==> src/rtl/io_pad_ctrl_if.sv <==
// io_pad_ctrl_if: Wishbone slave bus between the Caravel management port and
// io_pad_ctrl. Signal names follow the management-port naming (_i/_o as seen
// from the slave).
//   wbs_stb_i, wbs_cyc_i, wbs_we_i : strobe, cycle, write enable
//   wbs_sel_i [3:0]                : byte selects
//   wbs_adr_i [31:0]               : byte address
//   wbs_dat_i [31:0]               : write data
//   wbs_ack_o                      : single-cycle acknowledge
//   wbs_dat_o [31:0]               : read data (valid with ack, else 0)
interface io_pad_ctrl_if;
    logic        wbs_stb_i;
    logic        wbs_cyc_i;
    logic        wbs_we_i;
    logic [3:0]  wbs_sel_i;
    logic [31:0] wbs_adr_i;
    logic [31:0] wbs_dat_i;
    logic        wbs_ack_o;
    logic [31:0] wbs_dat_o;

    modport slave (
        input  wbs_stb_i, wbs_cyc_i, wbs_we_i, wbs_sel_i, wbs_adr_i, wbs_dat_i,
        output wbs_ack_o, wbs_dat_o
    );

    modport master (
        output wbs_stb_i, wbs_cyc_i, wbs_we_i, wbs_sel_i, wbs_adr_i, wbs_dat_i,
        input  wbs_ack_o, wbs_dat_o
    );
endinterface

==> src/rtl/io_pad_ctrl.sv <==
// io_pad_ctrl: Wishbone-slave pad/reset controller for the zerosoc core.
// Sequences the SoC core reset (programmable hold then release), lets the host
// override individual pads (output value and OEB), and exposes synchronized
// pad inputs for readback.
//   clk_i, rst_i : clock, asynchronous active-high reset
//   wbs          : Wishbone slave bus (io_pad_ctrl_if.slave)
//   soc_rst_no   : active-low SoC core reset, straight from a flop
//   pad_in_i     : raw pad inputs (2-flop synchronized internally)
//   pad_ovr_o    : 1 = pad driven by the host override
//   pad_out_o    : host output value per pad
//   pad_oeb_o    : host output-enable-bar per pad
// Register map (offset): 00 CTRL, 04/08 OVR, 0C/10 OUT, 14/18 OEB,
// 1C/20 IN (ro), 24 STATUS (ro). HI registers hold pads [NPADS-1:32].
module io_pad_ctrl #(
    parameter int unsigned NPADS      = 38,
    parameter int unsigned RST_CYCLES = 16,
    parameter logic [31:0] BASE_ADDR  = 32'h3000_0000
) (
    input  logic             clk_i,
    input  logic             rst_i,
    io_pad_ctrl_if.slave     wbs,
    output logic             soc_rst_no,
    input  logic [NPADS-1:0] pad_in_i,
    output logic [NPADS-1:0] pad_ovr_o,
    output logic [NPADS-1:0] pad_out_o,
    output logic [NPADS-1:0] pad_oeb_o
);

    localparam int unsigned HI_W     = NPADS - 32;
    localparam logic [7:0]  CNT_LAST = 8'(RST_CYCLES - 1);

    localparam logic [7:0] OFF_CTRL   = 8'h00;
    localparam logic [7:0] OFF_OVR_LO = 8'h04;
    localparam logic [7:0] OFF_OVR_HI = 8'h08;
    localparam logic [7:0] OFF_OUT_LO = 8'h0C;
    localparam logic [7:0] OFF_OUT_HI = 8'h10;
    localparam logic [7:0] OFF_OEB_LO = 8'h14;
    localparam logic [7:0] OFF_OEB_HI = 8'h18;
    localparam logic [7:0] OFF_IN_LO  = 8'h1C;
    localparam logic [7:0] OFF_IN_HI  = 8'h20;
    localparam logic [7:0] OFF_STATUS = 8'h24;

    typedef enum logic [1:0] {ST_HOLD, ST_COUNT, ST_RUN} state_t;

    state_t           state_q, state_d;
    logic [7:0]       cnt_q, cnt_d;
    logic             ctrl_run;
    logic [NPADS-1:0] sync1_q, sync2_q;
    logic [31:0]      rdata;
    logic [7:0]       off;
    logic             acc, wr, wr_srst;

    function automatic logic [31:0] merge(input logic [31:0] old_v,
                                          input logic [31:0] new_v,
                                          input logic [3:0]  sel);
        logic [31:0] r;
        r = old_v;
        for (int unsigned i = 0; i < 4; i++)
            if (sel[i]) r[8*i +: 8] = new_v[8*i +: 8];
        return r;
    endfunction

    // ~ack blocks a new access in the ack cycle, so a held strobe completes
    // every second cycle.
    assign off     = wbs.wbs_adr_i[7:0];
    assign acc     = wbs.wbs_stb_i && wbs.wbs_cyc_i && !wbs.wbs_ack_o &&
                     (wbs.wbs_adr_i[31:8] == BASE_ADDR[31:8]);
    assign wr      = acc && wbs.wbs_we_i;
    assign wr_srst = wr && (off == OFF_CTRL) && wbs.wbs_sel_i[0] && wbs.wbs_dat_i[1];

    always_comb begin
        rdata = '0;
        case (off)
            OFF_CTRL:   rdata = {31'b0, ctrl_run};
            OFF_OVR_LO: rdata = pad_ovr_o[31:0];
            OFF_OVR_HI: rdata = 32'(pad_ovr_o[NPADS-1:32]);
            OFF_OUT_LO: rdata = pad_out_o[31:0];
            OFF_OUT_HI: rdata = 32'(pad_out_o[NPADS-1:32]);
            OFF_OEB_LO: rdata = pad_oeb_o[31:0];
            OFF_OEB_HI: rdata = 32'(pad_oeb_o[NPADS-1:32]);
            OFF_IN_LO:  rdata = sync2_q[31:0];
            OFF_IN_HI:  rdata = 32'(sync2_q[NPADS-1:32]);
            OFF_STATUS: rdata = {16'b0, cnt_q, 7'b0, state_q == ST_RUN};
            default:    rdata = '0;
        endcase
    end

    // Reset sequencer. A soft reset overrides everything for one cycle; the
    // counter is cleared whenever the FSM is not staying in COUNT, so STATUS
    // shows 0 once running.
    always_comb begin
        state_d = state_q;
        cnt_d   = '0;
        case (state_q)
            ST_HOLD:  if (ctrl_run) state_d = ST_COUNT;
            ST_COUNT: begin
                if (!ctrl_run)              state_d = ST_HOLD;
                else if (cnt_q == CNT_LAST) state_d = ST_RUN;
                else                        cnt_d   = cnt_q + 8'd1;
            end
            ST_RUN:   if (!ctrl_run) state_d = ST_HOLD;
            default:  state_d = ST_HOLD;
        endcase
        if (wr_srst) begin
            state_d = ST_HOLD;
            cnt_d   = '0;
        end
    end

    always_ff @(posedge clk_i or posedge rst_i) begin
        if (rst_i) begin
            state_q       <= ST_HOLD;
            cnt_q         <= '0;
            soc_rst_no    <= 1'b0;
            ctrl_run      <= 1'b0;
            sync1_q       <= '0;
            sync2_q       <= '0;
            pad_ovr_o     <= '0;
            pad_out_o     <= '0;
            pad_oeb_o     <= '1;
            wbs.wbs_ack_o <= 1'b0;
            wbs.wbs_dat_o <= '0;
        end else begin
            state_q       <= state_d;
            cnt_q         <= cnt_d;
            soc_rst_no    <= (state_d == ST_RUN);
            sync1_q       <= pad_in_i;
            sync2_q       <= sync1_q;
            wbs.wbs_ack_o <= acc;
            wbs.wbs_dat_o <= (acc && !wbs.wbs_we_i) ? rdata : '0;
            if (wr) begin
                case (off)
                    OFF_CTRL:   if (wbs.wbs_sel_i[0]) ctrl_run <= wbs.wbs_dat_i[0];
                    OFF_OVR_LO: pad_ovr_o[31:0] <= merge(pad_ovr_o[31:0], wbs.wbs_dat_i, wbs.wbs_sel_i);
                    OFF_OVR_HI: pad_ovr_o[NPADS-1:32] <= HI_W'(merge(32'(pad_ovr_o[NPADS-1:32]),
                                                                     wbs.wbs_dat_i, wbs.wbs_sel_i));
                    OFF_OUT_LO: pad_out_o[31:0] <= merge(pad_out_o[31:0], wbs.wbs_dat_i, wbs.wbs_sel_i);
                    OFF_OUT_HI: pad_out_o[NPADS-1:32] <= HI_W'(merge(32'(pad_out_o[NPADS-1:32]),
                                                                     wbs.wbs_dat_i, wbs.wbs_sel_i));
                    OFF_OEB_LO: pad_oeb_o[31:0] <= merge(pad_oeb_o[31:0], wbs.wbs_dat_i, wbs.wbs_sel_i);
                    OFF_OEB_HI: pad_oeb_o[NPADS-1:32] <= HI_W'(merge(32'(pad_oeb_o[NPADS-1:32]),
                                                                     wbs.wbs_dat_i, wbs.wbs_sel_i));
                    default: ;
                endcase
            end
        end
    end

endmodule
==> src/flat_wrapper.sv <==
// flat-port wrapper written by rule: the top's interface ports become plain ports
module io_pad_ctrl_flat 
#(
    parameter int unsigned NPADS      = 38,
    parameter int unsigned RST_CYCLES = 16,
    parameter logic [31:0] BASE_ADDR  = 32'h3000_0000
)
  (clk_i, rst_i, soc_rst_no, pad_in_i, pad_ovr_o, pad_out_o, pad_oeb_o, wbs_wbs_stb_i, wbs_wbs_cyc_i, wbs_wbs_we_i, wbs_wbs_sel_i, wbs_wbs_adr_i, wbs_wbs_dat_i, wbs_wbs_ack_o, wbs_wbs_dat_o);
  io_pad_ctrl_if wbs_i ();
  input  logic clk_i;
  input  logic rst_i;
  output logic soc_rst_no;
  input  logic [NPADS-1:0] pad_in_i;
  output logic [NPADS-1:0] pad_ovr_o;
  output logic [NPADS-1:0] pad_out_o;
  output logic [NPADS-1:0] pad_oeb_o;
  input wire logic [$bits(wbs_i.wbs_stb_i)-1:0] wbs_wbs_stb_i;
  input wire logic [$bits(wbs_i.wbs_cyc_i)-1:0] wbs_wbs_cyc_i;
  input wire logic [$bits(wbs_i.wbs_we_i)-1:0] wbs_wbs_we_i;
  input wire logic [$bits(wbs_i.wbs_sel_i)-1:0] wbs_wbs_sel_i;
  input wire logic [$bits(wbs_i.wbs_adr_i)-1:0] wbs_wbs_adr_i;
  input wire logic [$bits(wbs_i.wbs_dat_i)-1:0] wbs_wbs_dat_i;
  output wire logic [$bits(wbs_i.wbs_ack_o)-1:0] wbs_wbs_ack_o;
  output wire logic [$bits(wbs_i.wbs_dat_o)-1:0] wbs_wbs_dat_o;
  assign wbs_i.wbs_stb_i = wbs_wbs_stb_i;
  assign wbs_i.wbs_cyc_i = wbs_wbs_cyc_i;
  assign wbs_i.wbs_we_i = wbs_wbs_we_i;
  assign wbs_i.wbs_sel_i = wbs_wbs_sel_i;
  assign wbs_i.wbs_adr_i = wbs_wbs_adr_i;
  assign wbs_i.wbs_dat_i = wbs_wbs_dat_i;
  assign wbs_wbs_ack_o = wbs_i.wbs_ack_o;
  assign wbs_wbs_dat_o = wbs_i.wbs_dat_o;
  io_pad_ctrl #(.NPADS(NPADS), .RST_CYCLES(RST_CYCLES), .BASE_ADDR(BASE_ADDR)) u_core (.clk_i(clk_i), .rst_i(rst_i), .wbs(wbs_i), .soc_rst_no(soc_rst_no), .pad_in_i(pad_in_i), .pad_ovr_o(pad_ovr_o), .pad_out_o(pad_out_o), .pad_oeb_o(pad_oeb_o));
endmodule
==> config.mk <==
export PLATFORM = sky130hd
export DESIGN_NAME = io_pad_ctrl_flat
export DESIGN_NICKNAME = d
export VERILOG_FILES = /design/src/rtl/io_pad_ctrl_if.sv /design/src/rtl/io_pad_ctrl.sv /design/src/flat_wrapper.sv
export SDC_FILE = /design/constraint.sdc
export NUM_CORES = 1
export LEC_CHECK = 0
export CORE_UTILIZATION = 40
export DETAILED_ROUTE_END_ITERATION = 10
export GPL_TIMING_DRIVEN = 0
export HOLD_SLACK_MARGIN = 0.1
export PLACE_DENSITY_LB_ADDON = 0.05
export SYNTH_ARGS = -nofsm -noshare
export SYNTH_HDL_FRONTEND = slang
export SYNTH_SLANG_ARGS = --single-unit
==> constraint.sdc <==
create_clock -name clk_i -period 18.4 [get_ports clk_i]
set_clock_uncertainty 0.1 [all_clocks]
set_input_delay 3.68 -clock clk_i [delete_from_list [all_inputs] [get_ports clk_i]]
set_output_delay 3.68 -clock clk_i [all_outputs]
set_load 0.02 [all_outputs]
==> impl_metrics.yaml <==
outcome:
  status: "finished clean"
sta:
  slew_viol_final: 0
  max_slew_margin_pct: 15.4
  max_slew.worst_pin.slew_ns: 1.26
  min_period_ns: 6.40
  timing.setup.tns_ns: 0
  rsz0062_at_grt: "no"
  fin_crit_sh_pct: 34.8
  hold_violations: 0
  setup_viol: 0
  timing.fmax_mhz: 156
die:
  ios: 259
  core-area_um2: 21800
  die_y_um: 151
  die-area_um2: 22800
  start_util_pct: 40.7
  die_x_um: 151
  fp-row-count: 54
global_route:
  grt_use_met2_pct: 35.8
  antenna_found_initial: 0
  grt_first_pass_wirelength_um: 38300
  grt_start_max_net_pins: 131
  overflow: 0
  track_usage_pct: 22.4
  grt_util_met1_pct: 31.5
  grt_use_met3_pct: 4.73
  grt_pass1_vias: 6513
  top_usage_layer: "met2"
synthesis:
  async_reset_ff_share_pct: 100
  yosys-top-cells-count: "dfrtp_1 (197), mux2_2 (121), dfstp_2 (38)"
  syn_nets: 700
  syn_area_um2: 8880
  synthTopCellsByArea: "dfrtp_1 (56%), mux2_2 (15%), dfstp_2 (11%)"
  synth_top_flop_cell: "dfrtp_1"
  netlist-cell-type-count: 39
  yosysMostFrequentCell: "dfrtp_1"
  synth-seq-cells: 235
  synth_top_area_share_pct: 55.5
  synth.avg_cell_area_um2: 15.1
  synthCells: 588
  ys_warn_count: 0
  yosysTopAreaCell: "dfrtp_1"
  seq_area_frac_synth_pct: 66.7
  synth_edf_count: 0
drt:
  drc_errors: 0
  drtIter0Drc: 363
  via_count: 6285
  wl_per_cell_um: 21.5
  drt_wl_total_um: 25200
  detail_route.first_pass.iterations: 8
  vias_per_cell: 5.35
  ant_nets: 0
setup_path:
  end_kind: "register"
  regToRegStartpoint: "u_core.wbs.wbs_ack_o"
  critPathLaunchType: "input pin"
  reg2regPathDepth: 4
  worst-path-max-fanout: 10
  cp-startpoint: "wbs_wbs_adr_i[5]"
  path_class: "input pin to register"
  crit_required_ns: 18.73
  arrival_ns: 6.73
job:
  maxCapViolCount: 0
finish:
  drive_gt1_share_pct: 25.0
  fin_nets: 986
  layout.area.seq_um2: 5930
  nFillCells: 1814
  multi_input_comb_area_um2: 2860
  area_growth_pct: 42.6
worst_hold_path:
  hold_path_class: "register to register"
  holdCritStartpoint: "u_core.sync1_q[27]"
  hold_path_depth: 0
clock_network:
  clock_latency_ns: 0.52
  cts_hold_buf: 0
  tritoncts: "yes"
  postCtsSetupBuffers: 0
  clkSlewWorstSetupHoldPaths_ns: 0.06
  clockBufferDepth: 3
  clkSinkCount: 235
  cts_resized: 0
  numCtsBuffers: 25
  root_buffer: "clkbuf_16"
  htreeDepth: 1
placement:
  finalWeightedCongestion: 0.810
  dp_hpwl_um: 17600
  port_buffers: 257
pwr:
  power_mw: 1.06
  leakagePower_nw: 5.27
  p_per_area_nw_per_um2: 83.6
  peakVddDrop_uv: 56.1
-- routing by layer --
metal	part of all wire, %	vias to the layer above
li1	-	2807
met1	44	3227
met2	48	223
met3	6.6	28
met4	1.4	0
met5	0	-
-- area by class of cell --
class	count	area share [%]
plain buffers	23	0.741
multi-input cells	328	22.6
flip-flops and latches	235	46.8
repair buffers	259	20.6
inverters	2	0.119
well taps	280	2.77
clock inverters	7	0.524
diodes	1	0.0198
clock buffers	39	5.83
-- power by group --
part	internal, mW	switching (mW)
combinational	0.0228	0.0204
sequential	0.526	0.00224
clock	0.289	0.198
total	0.838	0.221
-- critical path, stage by stage --
cell and delay [ns]:
clkdlybuf4s50_1 0.48, or4_1 0.64, nor2_1 0.39, clkbuf_1 0.65, clkbuf_1 0.58, nand2_1 0.11, a21oi_1 0.18
-- state kept, by name, summed over array words and instances (netlist names) --
register,cells
u_core.pad_oeb_o,38
u_core.pad_out_o,38
u_core.pad_ovr_o,38
u_core.sync1_q,38
u_core.sync2_q,38
u_core.wbs.wbs_dat_o,32
u_core.cnt_q,8
u_core.state_q,2
u_core.ctrl_run,1
u_core.soc_rst_no,1
u_core.wbs.wbs_ack_o,1
-- worst paths after layout --
kind                                            end  slack (ns)
max reg2reg                    u_core.pad_ovr_o[19]       15.37
min                              u_core.sync2_q[27]        0.25
max in group asynchronous      u_core.pad_out_o[37]       13.53
max                        u_core.wbs.wbs_dat_o[26]       12.00
min reg2reg                      u_core.sync2_q[27]        0.25
min in group asynchronous        u_core.sync1_q[28]        3.57
-- per-stage QoR --
| stage | hold WS, ns | instance area [um2] | instances | setup WS, ns | utilization, % |
|---|---|---|---|---|---|
| 2_1_floorplan | 0.231 | 8880 | 588 | 8.24 | - |
| 3_3_place_gp | 0.232 | 11800 | 1125 | 5.72 | 54.1 |
| 3_5_place_dp | 0.235 | 11800 | 1126 | 11.34 | 54.3 |
| 4_1_cts | 0.243 | 12600 | 1172 | 11.89 | 57.9 |
| 5_1_grt | 0.245 | 12700 | 1173 | 11.84 | 58.0 |
| 6_report | 0.246 | 12700 | 1174 | 12.00 | 58.0 |
-- logic make-up after synthesis --
logic type               Yosys count  share of synthesized area [%]
flip-flops                       235                           66.7
AND/OR/NAND/NOR                  110                           8.40
AO/OA/AOI/OAI                     87                           7.31
buffers and inverters             25                           1.14
multiplexers                     124                           15.7
XOR/XNOR                           6                          0.592
adder cells (fa/ha/maj)            1                          0.141
-- cells in the final DEF, fill, tap and decap left out, types with 3 or more instances in the layout --
cell	instances
clkdlybuf4s50_1	257
mux2i_1	3
mux2_2	121
a22oi_1	18
xnor2_1	4
nand4_1	3
nand3_1	5
nor4_4	7
buf_4	3
nor2_1	13
nor3_1	12
dfrtp_1	197
clkbuf_8	6
or4b_2	3
clkbuf_16	25
dfstp_2	38
clkinv_2	4
nor4_1	8
a222oi_1	31
a21oi_1	27
nand2_1	34
nor4b_1	3
clkbuf_1	28
a31oi_1	8
nor4_2	7
(Power assumes the default switching activity.)
